[config.mk]
export PLATFORM = sky130hd
export DESIGN_NAME = fir_param_seq
export DESIGN_NICKNAME = d
export VERILOG_FILES = /design/src/rtl/fir_pkg.sv /design/src/rtl/fir_round_sat.sv /design/src/rtl/fir_param_seq.sv
export SDC_FILE = /design/constraint.sdc
export NUM_CORES = 1
export LEC_CHECK = 0
export CAP_MARGIN = 20
export CORE_MARGIN = 2
export CORE_UTILIZATION = 40
export DETAILED_ROUTE_END_ITERATION = 10
export DONT_BUFFER_PORTS = 1
export HOLD_SLACK_MARGIN = 0.08
export PLACE_DENSITY_LB_ADDON = 0.05
export SYNTH_ARGS = -nofsm -noshare
export SYNTH_HDL_FRONTEND = slang
export SYNTH_SLANG_ARGS = --single-unit
[constraint.sdc]
create_clock -name clk -period 7.15 [get_ports clk]
set_input_delay 1.7875 -clock clk [delete_from_list [all_inputs] [get_ports clk]]
set_output_delay 1.7875 -clock clk [all_outputs]
set_load 0.1 [all_outputs]
[src/rtl/fir_pkg.sv]
// Shared types, default widths and saturation helpers for the sequential FIR family.
package fir_pkg;

    localparam int unsigned DEF_DATA_W    = 16;
    localparam int unsigned DEF_COEF_W    = 16;
    localparam int unsigned DEF_ORDER     = 8;
    localparam int unsigned DEF_FRAC_BITS = 15;
    localparam int unsigned DEF_ACC_W     = 40;

    typedef enum logic [1:0] {
        IDLE  = 2'd0,
        MAC   = 2'd1,
        ROUND = 2'd2
    } state_t;

    // Number of taps for a given filter order.
    function automatic int unsigned taps_f(input int unsigned order);
        return order + 1;
    endfunction

    // Largest signed value representable in w bits.
    function automatic logic signed [63:0] sat_max(input int unsigned w);
        return (64'sd1 <<< (w - 1)) - 64'sd1;
    endfunction

    // Smallest signed value representable in w bits.
    function automatic logic signed [63:0] sat_min(input int unsigned w);
        return -(64'sd1 <<< (w - 1));
    endfunction

endpackage

[src/rtl/fir_round_sat.sv]
// Round-half-up of the accumulator to DATA_W bits with clamping to the signed range.
module fir_round_sat
    import fir_pkg::*;
#(
    parameter int unsigned DATA_W    = DEF_DATA_W,
    parameter int unsigned ACC_W     = DEF_ACC_W,
    parameter int unsigned FRAC_BITS = DEF_FRAC_BITS
) (
    input  logic signed [ACC_W-1:0]  acc,
    output logic signed [DATA_W-1:0] data_c,
    output logic                     sat_c
);

    localparam logic signed [ACC_W-1:0] HALF  = ACC_W'(1) << (FRAC_BITS - 1);
    localparam logic signed [ACC_W-1:0] R_MAX = ACC_W'(sat_max(DATA_W));
    localparam logic signed [ACC_W-1:0] R_MIN = ACC_W'(sat_min(DATA_W));

    logic signed [ACC_W-1:0] sum_c;
    logic signed [ACC_W-1:0] r_c;

    // Add half an LSB, shift arithmetically, then clamp to the output range.
    always_comb begin
        sum_c  = acc + HALF;
        r_c    = sum_c >>> FRAC_BITS;
        data_c = r_c[DATA_W-1:0];
        sat_c  = 1'b0;
        if (r_c > R_MAX) begin
            data_c = R_MAX[DATA_W-1:0];
            sat_c  = 1'b1;
        end else if (r_c < R_MIN) begin
            data_c = R_MIN[DATA_W-1:0];
            sat_c  = 1'b1;
        end
    end

endmodule

[src/rtl/fir_param_seq.sv]
// Time-multiplexed FIR: one MAC iterated over all taps per accepted sample.
module fir_param_seq
    import fir_pkg::*;
#(
    parameter int unsigned DATA_W    = DEF_DATA_W,
    parameter int unsigned COEF_W    = DEF_COEF_W,
    parameter int unsigned ORDER     = DEF_ORDER,
    parameter int unsigned FRAC_BITS = DEF_FRAC_BITS,
    parameter int unsigned ACC_W     = DEF_ACC_W,
    localparam int unsigned TAPS     = taps_f(ORDER),
    localparam int unsigned ADDR_W   = $clog2(TAPS)
) (
    input  logic              clk,
    input  logic              reset,
    input  logic              clear,
    input  logic              coef_we,
    input  logic [ADDR_W-1:0] coef_addr,
    input  logic [COEF_W-1:0] coef_wdata,
    input  logic              in_valid,
    output logic              in_ready,
    input  logic [DATA_W-1:0] in_data,
    output logic              out_valid,
    output logic [DATA_W-1:0] out_data,
    output logic              out_sat,
    output logic              busy
);

    localparam int unsigned PROD_W = DATA_W + COEF_W;

    if (ACC_W < DATA_W + COEF_W + $clog2(TAPS)) begin : g_acc_w_chk
        $error("fir_param_seq: ACC_W too narrow for DATA_W+COEF_W+clog2(TAPS)");
    end
    if (FRAC_BITS < 1) begin : g_frac_chk
        $error("fir_param_seq: FRAC_BITS must be at least 1");
    end

    state_t                    state;
    state_t                    state_next;
    logic                      accept_c;
    logic signed [DATA_W-1:0]  x [TAPS];
    logic signed [COEF_W-1:0]  h [TAPS];
    logic signed [ACC_W-1:0]   acc;
    logic        [ADDR_W-1:0]  idx;
    logic signed [PROD_W-1:0]  prod_c;
    logic signed [DATA_W-1:0]  rnd_data_c;
    logic                      rnd_sat_c;
    logic                      coef_ok_c;

    assign prod_c    = PROD_W'(x[idx]) * PROD_W'(h[idx]);
    assign coef_ok_c = coef_we && (state == IDLE) && (32'(coef_addr) < TAPS);

    fir_round_sat #(
        .DATA_W    (DATA_W),
        .ACC_W     (ACC_W),
        .FRAC_BITS (FRAC_BITS)
    ) u_round_sat (
        .acc    (acc),
        .data_c (rnd_data_c),
        .sat_c  (rnd_sat_c)
    );

    // State register.
    always_ff @(posedge clk or negedge reset) begin
        if (!reset) begin
            state <= IDLE;
        end else begin
            state <= state_next;
        end
    end

    // Next-state decode and sample-accept strobe.
    always_comb begin
        state_next = state;
        accept_c   = 1'b0;
        case (state)
            IDLE: begin
                if (in_valid && in_ready) begin
                    accept_c   = 1'b1;
                    state_next = MAC;
                end
            end
            MAC: begin
                if (idx == ADDR_W'(ORDER)) begin
                    state_next = ROUND;
                end
            end
            ROUND:   state_next = IDLE;
            default: state_next = IDLE;
        endcase
    end

    // Delay line: shift on accept; a coincident clear zeroes the history first.
    always_ff @(posedge clk or negedge reset) begin
        if (!reset) begin
            for (int k = 0; k < int'(TAPS); k++) begin
                x[k] <= '0;
            end
        end else if (accept_c) begin
            for (int k = int'(ORDER); k >= 1; k--) begin
                x[k] <= clear ? '0 : x[k-1];
            end
            x[0] <= in_data;
        end else if (clear && (state == IDLE)) begin
            for (int k = 0; k < int'(TAPS); k++) begin
                x[k] <= '0;
            end
        end
    end

    // Coefficient store, writable only while idle and in range.
    always_ff @(posedge clk or negedge reset) begin
        if (!reset) begin
            for (int k = 0; k < int'(TAPS); k++) begin
                h[k] <= '0;
            end
        end else if (coef_ok_c) begin
            h[coef_addr] <= coef_wdata;
        end
    end

    // Accumulator and tap index for the MAC pass.
    always_ff @(posedge clk or negedge reset) begin
        if (!reset) begin
            acc <= '0;
            idx <= '0;
        end else if (accept_c) begin
            acc <= '0;
            idx <= '0;
        end else if (state == MAC) begin
            acc <= acc + ACC_W'(prod_c);
            idx <= (idx == ADDR_W'(ORDER)) ? '0 : idx + ADDR_W'(1);
        end
    end

    // Registered handshake, status and result outputs.
    always_ff @(posedge clk or negedge reset) begin
        if (!reset) begin
            in_ready  <= 1'b0;
            busy      <= 1'b0;
            out_valid <= 1'b0;
            out_data  <= '0;
            out_sat   <= 1'b0;
        end else begin
            in_ready  <= (state_next == IDLE);
            busy      <= (state_next != IDLE);
            out_valid <= (state == ROUND);
            if (state == ROUND) begin
                out_data <= rnd_data_c;
                out_sat  <= rnd_sat_c;
            end
        end
    end

endmodule

Word level (Yosys, flattened, before mapping)
Cells that the tools add are included.
{ "totals": {"regBits": 354, "in_bits": 41, "output_inout_bits": 20, "elab_cells": 84} }
{ "classes": {"addsub": 3, "n_mul": 1, "n_lt_le_gt_ge": 6, "eq_ne": 3, "muxes": 33, "bitwise": 2, "n_reduce_logical": 10} }
{ "op_table": {"columns": ["op", "count"], "rows": [
  ["144-bit 2-to-1 mux", 2],
  ["16-bit 2-to-1 mux", 15],
  ["144-bit bitwise mux", 1],
  ["16-bit binary-select mux with 4-bit select", 2],
  ["40-bit 2-to-1 mux", 2],
  ["16-bit demux with 4-bit select", 1],
  ["40-bit by 16-bit adder with 40-bit output, second input constant", 1],
  ["40-bit by 32-bit adder with 40-bit output", 1],
  ["16-bit by 16-bit multiplier with 32-bit output", 1],
  ["25-bit by 16-bit > comparator with 1-bit output, second input constant", 1],
  ["25-bit by 16-bit < comparator with 1-bit output, second input constant", 1],
  ["4-bit 2-to-1 mux", 3],
  ["5-bit greater-or-equal comparator, second input constant", 2],
  ["4-bit inverter with 5-bit output", 2],
  ["2-bit nonzero test", 3],
  ["1-bit logical AND", 5],
  ["5-bit by 1-bit < comparator with 1-bit output, second input constant", 1],
  ["4-bit by 1-bit adder with 4-bit output, second input constant", 1],
  ["4-bit equality test, second input constant", 1],
  ["2-bit zero test", 2],
  ["4-bit < comparator, second input constant", 1],
  ["1-bit 2-to-1 mux", 4],
  ["2-bit 2-to-1 mux", 2],
  ["2-bit one-hot mux with 2 select lines", 1],
  ["2 further kinds", 2]
]} }

Logic depth before layout (Yosys ltp)
Gate-level depths: netlist of run 1.
{ "logic_depth": {"word_depth": 8, "mapped_depth": 31, "depth_no_buf": 27} }

By module
Synthesis of run 1 repeated with hierarchy kept, for this count alone.
{ "hier_totals": {"hier_cells": 2527, "hier_area_um2": 28050.7} }
{ "by_module_without_submodules": {"columns": ["mod", "instances", "cells_per_inst", "area_per_inst_um2", "seq_area_each_um2"], "rows": [
  ["fir_param_seq", 1, 2399, 27236.1, 8858.5],
  ["fir_round_sat", 1, 128, 814.5, 0.0]
]} }

Least setup slack after synthesis of run 1
Ideal clock, no wire load.
{ "synth_timing": {"path_type": "register -> register", "startpoint": "register idx[0]", "endpoint": "register acc[39]", "setup_time_ps": 130, "arrival_time_ps": 7388, "required_time_ps": 7020, "slack_ps": -368, "stages_incl_launch_ff": 30, "path_buffers": 3, "period_less_slack_ps": 7518, "path_cell_list": "dfrtp_1 -> buf_4 -> buf_4 -> buf_4 -> mux4_2 -> mux2i_1 -> nor2_1 -> a21oi_1 -> or2_2 -> fa_1 -> inv_1 -> fa_1 -> inv_1 -> fa_1 -> fa_1 -> inv_1 -> fa_1 -> inv_1 -> fa_1 -> inv_1 -> ha_1 -> a21o_1 -> a211oi_1 -> nor2_1 -> o41a_1 -> nor4_2 -> o211ai_1 -> a31oi_1 -> xnor2_1 -> o21ai_1"} }
{ "synth_via": {"elab_chain_cells": 8, "elab_cells_between_ends": 11, "cone_classes": "add/sub: 1; mul: 1; mux: 8; bitwise: 1"} }
{ "synth_lines": {"columns": ["element", "line", "text"], "rows": [
  ["start, declared", "fir_param_seq.sv:43", "logic [ADDR_W-1:0] idx;"],
  ["start signal, assigned", "fir_param_seq.sv:131", "idx <= (idx == ADDR_W'(ORDER)) ? '0 : idx + ADDR_W'(1);"],
  ["4-bit inverter with 5-bit output (implied by the code) *", "fir_param_seq.sv:49", "assign prod_c = PROD_W'(x[idx]) * PROD_W'(h[idx]);"],
  ["16-bit binary-select mux with 4-bit select", "fir_param_seq.sv:49", null],
  ["16-bit 2-to-1 mux (implied by the code) (2 in a row)", "fir_param_seq.sv:49", null],
  ["16-bit by 16-bit multiplier with 32-bit output *", "fir_param_seq.sv:49", null],
  ["40-bit by 32-bit adder with 40-bit output *", "fir_param_seq.sv:130", "acc <= acc + ACC_W'(prod_c);"],
  ["40-bit 2-to-1 mux *", "fir_param_seq.sv:129", "end else if (state == MAC) begin"],
  ["40-bit 2-to-1 mux *", "fir_param_seq.sv:126", "end else if (accept_c) begin"],
  ["end signal, assigned", "fir_param_seq.sv:130", null],
  ["end, declared", "fir_param_seq.sv:42", "logic signed [ACC_W-1:0] acc;"]
]} }
Every way passes the cells marked *; elsewhere a longest branch is shown, timed or not. The select of a mux whose other input is x is not followed.
A chain may end at the register's enable or synchronous reset.

Worst setup path in the final report of run 1
{ "layout_timing": {"startpoint": "register idx[0]", "endpoint": "register acc[38]"} }
The elaborated chain is that of the path after synthesis.

==> flow_summary.ini, run 1 <==
[worst_setup_path]
cp.required_ns = 7.65
start_kind = flop
cp_max_fo = 6
critical_path_class = flop to flop
cp_slowest_stage_delay_ns = 0.54
critPathSlowestCell = fa_1
cp_data_arrival_time_ns = 7.86
end_kind = flop

[route]
vias = 19300
drt_iter0_drc = 956
detail_route.vias_per_cell = 5.17
drt.antenna.violating_nets = 0
drc = 0
drt_first_pass_iters = 5
wl_per_cell_um = 20.6
routed_wl_um = 77000

[layout]
final_cells = 3738
final_cell_mix = 376 x inv_1, 350 x dfrtp_1, 303 x fa_1
fin_area_um2 = 34300
layout.nets = 3268
utilization_pct = 50.0
area_delta_synth_final_pct = 23.7
drive_gt1_share_pct = 31.3
final_common_cell = inv_1
n_antenna_cell = 0

[power_and_ir_drop]
power_density_nw_per_um2 = 489
leakagePower_nw = 16.5
power_w = 0.0168
vdd_ir_drop_max_uv = 296

[floorplan]
dieArea_um2 = 71500
row_count = 96
die_h_um = 267
core_area_um2 = 68600
initial_core_util_pct = 40.4
die_w_um = 267
ioPinCount = 61

[global_route]
use_met2_pct = 38.1
use_met1_pct = 29.7
overflow = 0
grt_max_degree = 355
grt_pass1_wl_um = 122000
grt_use_total_pct = 22.2
first_global_vias = 20900
use_met3_pct = 2.34
antenna_found_initial = 2
busiest_layer = met2

[outcome]
status = finished, violations left
violations = negative setup slack

[logic_synthesis]
syn_nets = 2976
synth_ff_type = dfrtp_1
yosys_warnings = 0
syn_area_um2 = 27700
syn-mean-instance-area_um2 = 11.2
synth_edf_count = 0
async_reset_ff_share_pct = 100
syn_inst = 2487
ys_types = 72
synth.yosys.seq_area_share_pct = 31.9
ys_ff_latch = 354

[sta]
maxSlewHeadroom_pct = 23.3
worstMarginPinSlew_ns = 1.15
post-route-min-period_ns = 7.36
slew_viol_final = 0
rsz0062_at_grt = yes
setup_ws_ns = -0.206
skew_ns = 0.0328
setup_violations = 17
fmax_mhz = 136
whs_ns = 0.499
period_share_pct = 103
finalHoldViolCount = 0

[clock_tree]
clk_latency_ns = 0.59
cts_sinks = 354
clockRootBuffer = clkbuf_16
path_clk_slew_ns = 0.06
cts_buffers = 42
ctsLongestPathBuffers = 3
htree_levels = 2
tritoncts = yes

[run]
maxCapViolations = 0

[hold_path]
min_path_type = flop to flop

[placed_design]
io_buffers = 0
routabilityCongestion = 0.876
place_area_um2 = 31100
post-dp-hpwl_um = 58200
place_inst = 3598
repair_timing:
item | 4_1_cts | 5_1_grt
hold buffers | 0 | 0
gates cloned | 4 | 0
setup endpoints to repair | 22 | 25
pin swaps | 96 | 112
buffers inserted | 36 | 29
resized for setup | 175 | 132
cell type report:
cell class,instances,area [um2]
tap,931,1160
clock inverter,16,154
timing repair buffer,362,3450
inverter,415,1560
fill,6194,34300
multi-input combinational,1604,17900
clock buffer,56,1170
sequential,354,8870
worst paths after layout:
path / cells past startpoint / slack [ns] / endpoint / startpoint
min: 1 / 0.50 / h[46] / h[46]
max reg2reg: 30 / -0.21 / acc[38] / idx[0]
max: 30 / -0.21 / acc[38] / idx[0]
min in group asynchronous: 0 / 0.92 / acc[20] / reset
min reg2reg: 1 / 0.50 / h[46] / h[46]
max in group asynchronous: 0 / 5.29 / idx[0] / reset
routing by layer:
| metal | up-vias | part of all wire (%) |
|---|---|---|
| met5 | - | 0 |
| met4 | 0 | 3.3 |
| met3 | 131 | 3.1 |
| met2 | 354 | 50 |
| met1 | 10100 | 44 |
| li1 | 8781 | - |
synthesized netlist by cell type, drive strengths merged, types with 5 or more instances:
master / count / area, um2
inv: 414 / 1550
dfrtp: 354 / 8860
fa: 330 / 6610
nor2: 193 / 727
nand2: 185 / 697
a22o: 145 / 1270
mux2: 144 / 1620
ha: 118 / 1480
o21ai: 76 / 384
clkbuf: 70 / 263
mux4: 64 / 1440
buf: 44 / 221
a21oi: 37 / 200
nand3: 36 / 185
xnor2: 35 / 307
mux2i: 33 / 330
xor2: 22 / 193
o21a: 18 / 135
nand2b: 17 / 106
o211ai: 16 / 125
a21o: 13 / 97.6
a31oi: 10 / 68.8
and3: 10 / 62.6
nor3: 10 / 60.1
and2: 9 / 56.3
nand4: 8 / 50.1
a211oi: 7 / 57.6
nor2b: 7 / 43.8
or2: 7 / 43.8
o31ai: 6 / 45.0
nand3b: 5 / 50.1
critical path: cells and delay by family, from the launching register on:
family	cells	cell delay [ns]
DFF	1	0.51
AOI/OAI and AO/OA	5	0.97
adders and majority gates	7	3.20
and+or+nand+nor	6	0.96
buffers and inverters	10	1.04
muxes	2	0.56
stage by stage:
stage	setup slack, ns	setup TNS [ns]
2_1_floorplan	-0.0120	-0.0301
5_1_grt	-0.449	-5.60
3_3_place_gp	-0.522	-6.17
3_5_place_dp	-0.531	-7.06
4_1_cts	-0.186	-1.80
6_report	-0.206	-1.30
registers in the layout, indices dropped and copies added (netlist names):
signal / cells
acc: 40
busy: 1
h: 144
idx: 4
in_ready: 1
out_data: 16
out_sat: 1
out_valid: 1
state: 2
x: 144
power by group:
part	internal [W]	leakage, nW	switching [W]
Clock	0.00116	0.650	0.000899
Sequential	0.00251	4.74	0.000780
Combinational	0.00550	11.1	0.00591
cell families after synthesis:
logic type | after synthesis | synth area share [%]
compound gates | 354 | 9.44
xor+xnor | 57 | 1.80
fa+ha+maj | 448 | 29.1
buf+inv | 529 | 7.36
flops | 354 | 31.9
mux | 241 | 12.2
simple gates | 504 | 8.07
Note: power is estimated with default switching activity, not from simulation.
==> inputs of run 2 (changes only) <==
--- a/config.mk
+++ b/config.mk
@@ -6,7 +6,7 @@
 export NUM_CORES = 1
 export LEC_CHECK = 0
 export CAP_MARGIN = 20
-export CORE_MARGIN = 2
+export CORE_MARGIN = 10
 export CORE_UTILIZATION = 40
 export DETAILED_ROUTE_END_ITERATION = 10
 export DONT_BUFFER_PORTS = 1
@@ -14,4 +14,5 @@
 export PLACE_DENSITY_LB_ADDON = 0.05
 export SYNTH_ARGS = -nofsm -noshare
 export SYNTH_HDL_FRONTEND = slang
+export SYNTH_HIERARCHICAL = 1
 export SYNTH_SLANG_ARGS = --single-unit
==> run 2 against run 1 <==
  * The run still ends with negative setup slack left
  * Worst setup slack worse by 0.11 ns
  * Hold slack worse by 0.0014 ns
  * Non-clock buffer count is 2 higher
  * Sequential share of layout area hardly changed
  * Combinational power is 23% lower
  * Wire length is 3.0% lower
  * Flip-flop and latch count stayed put
  * Global-route usage is 3.7 points lower
  * Final cell count is 1.3% higher
  * Clock-buffer cell count is 8 higher
  * Synthesized cell count is 1.6% higher
  * Core utilization is 0.93 points lower
  * Largest power group unchanged
==> flow_summary.ini, run 2 <==
[placed_design]
routabilityCongestion = 0.905
post-dp-hpwl_um = 56900
place_inst = 3674
io_buffers = 0
dp_slack_ns = -0.683

[layout]
final_cells = 3786
final_common_cell = inv_1
final_cell_mix = 400 x inv_1, 350 x dfrtp_1, 319 x fa_1
reg.largest.list = h x144, x x144, acc x40
area_delta_synth_final_pct = 22.1
fillers = 6382
layout.nets = 3303
drive_gt1_share_pct = 28.9
utilization_pct = 49.1
n_antenna_cell = 0

[route]
wl_per_cell_um = 19.7
detail_route.vias_per_cell = 5.08
drt.antenna.violating_nets = 0
routed_wl_um = 74700
drt_iter0_drc = 1072
drc = 0
vias = 19200
drt_first_pass_iters = 5

[logic_synthesis]
synth_most_common_cell = inv_1
ys_ff_latch = 354
synth_ff_type = dfrtp_1
ys_types = 73
yosys_warnings = 6
synthTopCellsByArea = dfrtp_1 32%, fa_1 24%, mux2_2 6.5%, inv_1 5.6%, ha_1 5.3%
syn_inst = 2527
synth.yosys.seq_area_share_pct = 31.6
synth_common_cells = 415 x inv_1, 354 x dfrtp_1, 330 x fa_1
yosys.area.top_type = dfrtp_1
synth_edf_count = 0
async_reset_ff_share_pct = 100
synth_top_area_share_pct = 31.6
syn-mean-instance-area_um2 = 11.1
syn_area_um2 = 28100
syn_nets = 3016

[sta]
fmax_mhz = 134
finalHoldViolCount = 0
worstMarginPinSlew_ns = 1.34
post-route-min-period_ns = 7.46
rsz0062_at_grt = yes
whs_ns = 0.498
period_share_pct = 104
slew_viol_final = 0
maxSlewHeadroom_pct = 10.6
setup_ws_ns = -0.312
skew_ns = 0.0229
setup_violations = 17

[worst_setup_path]
critical_path_class = flop to flop
end_kind = flop
cp_data_arrival_time_ns = 7.93
cp.required_ns = 7.62
start_kind = flop
ff2ff_path_depth = 27
cp_max_fo = 8

[global_route]
first_global_vias = 20800
grt_use_total_pct = 18.6
grt_max_degree = 355
grt_pass1_wl_um = 120000
overflow = 0
antenna_found_initial = 1

[hold_path]
worstHoldPathCells = 1
min_path_type = flop to flop

[floorplan]
die_w_um = 285
die_h_um = 285
ioPinCount = 61
row_count = 97
core_area_um2 = 69800
dieArea_um2 = 81100
initial_core_util_pct = 40.2

[clock_tree]
clockRootBuffer = clkbuf_16
path_clk_slew_ns = 0.06
htree_levels = 2
cts_sinks = 354
tritoncts = yes
cts_buffers = 42
ctsLongestPathBuffers = 3
clk_latency_ns = 0.60
cts_hold_buf = 0

[power_and_ir_drop]
leakagePower_nw = 16.7
power_density_nw_per_um2 = 410
vdd_ir_drop_max_uv = 244

[run]
maxCapViolations = 0

[outcome]
status = finished, violations left
violations = negative setup slack
## run 2: per-stage QoR
step | TNS [ns] | power, W | cell area (um2)
4_1_cts | -3.07 | 0.0135 | 33400
2_1_floorplan | 0 | 0.00788 | 28200
3_3_place_gp | -8.79 | 0.0110 | 31600
3_5_place_dp | -9.56 | 0.0110 | 31600
5_1_grt | -9.56 | 0.0152 | 34200
6_report | -2.91 | 0.0140 | 34200
## run 2: worst paths after layout
path                            slack [ns]  startpoint      end
min in group asynchronous             0.91       reset   acc[5]
worst max-delay path                 -0.31      idx[0]  acc[31]
worst min-delay path                  0.50       h[38]    h[38]
worst max register to register       -0.31      idx[0]  acc[31]
max in group asynchronous             5.07       reset   idx[3]
worst min register to register        0.50       h[38]    h[38]
## run 2: kinds of logic (layout without fill, tap and decap cells)
group	Yosys count	count (layout)	share of synthesized area, %
and+or+nand+nor	505	505	7.92
DFF	354	354	31.6
muxes	258	258	12.8
xor gates and xnor gates	52	52	1.62
adders and majority gates	448	448	28.8
AOI/OAI and AO/OA	373	373	9.82
buffers and inverters	537	856	7.47
## run 2: final cells by class
type                    instances  area, um2  share of cell area, %
well taps                     940       1180                   3.43
inverters                     416       1570                   4.59
flip-flops and latches        354       8870                   25.9
repair buffers                364       3310                   9.68
clock buffers                  64       1230                   3.60
multi-input cells            1636      17900                   52.3
clock inverters                12        188                  0.548
## run 2: timing repair
item | CTS | global route
setup buffers | 9 | 23
pin swaps | 6 | 65
endpoints found under the setup margin | 25 | 26
resized for setup | 72 | 117
cloned | 0 | 4
## run 2: critical path, stage by stage (launching register included)
cell and delay (ns):
dfrtp_4 0.54, buf_12 0.17, buf_12 0.12, mux4_2 0.52
mux2i_2 0.20, nor2_1 0.06, a21oi_1 0.14, buf_4 0.18
buf_4 0.17, buf_4 0.12, nor2_1 0.05, fa_1 0.52
fa_1 0.44, fa_1 0.52, fa_1 0.43, fa_1 0.49
inv_1 0.05, fa_1 0.47, inv_1 0.05, ha_1 0.32
a21o_1 0.19, a21oi_1 0.33, o41ai_4 0.17, o221ai_4 0.24
a21boi_2 0.11, o21a_1 0.18, or3_1 0.30, a32o_1 0.24
## run 2: report_power, final
| group | internal [W] | switching, W | leakage, nW |
|---|---|---|---|
| clock | 0.00127 | 0.000907 | 0.690 |
| sequential | 0.00243 | 0.000678 | 4.77 |
| combinational | 0.00422 | 0.00452 | 11.3 |
| total | 0.00793 | 0.00611 | 16.7 |
## run 2: metal layers
metal	part of all wire, %	up-vias	track usage, %
met1	47	9910	26.1
met2	47	299	29.9
li1	-	8948	-
met3	4.1	73	2.97
met4	2.0	0	4.13
met5	0	-	0
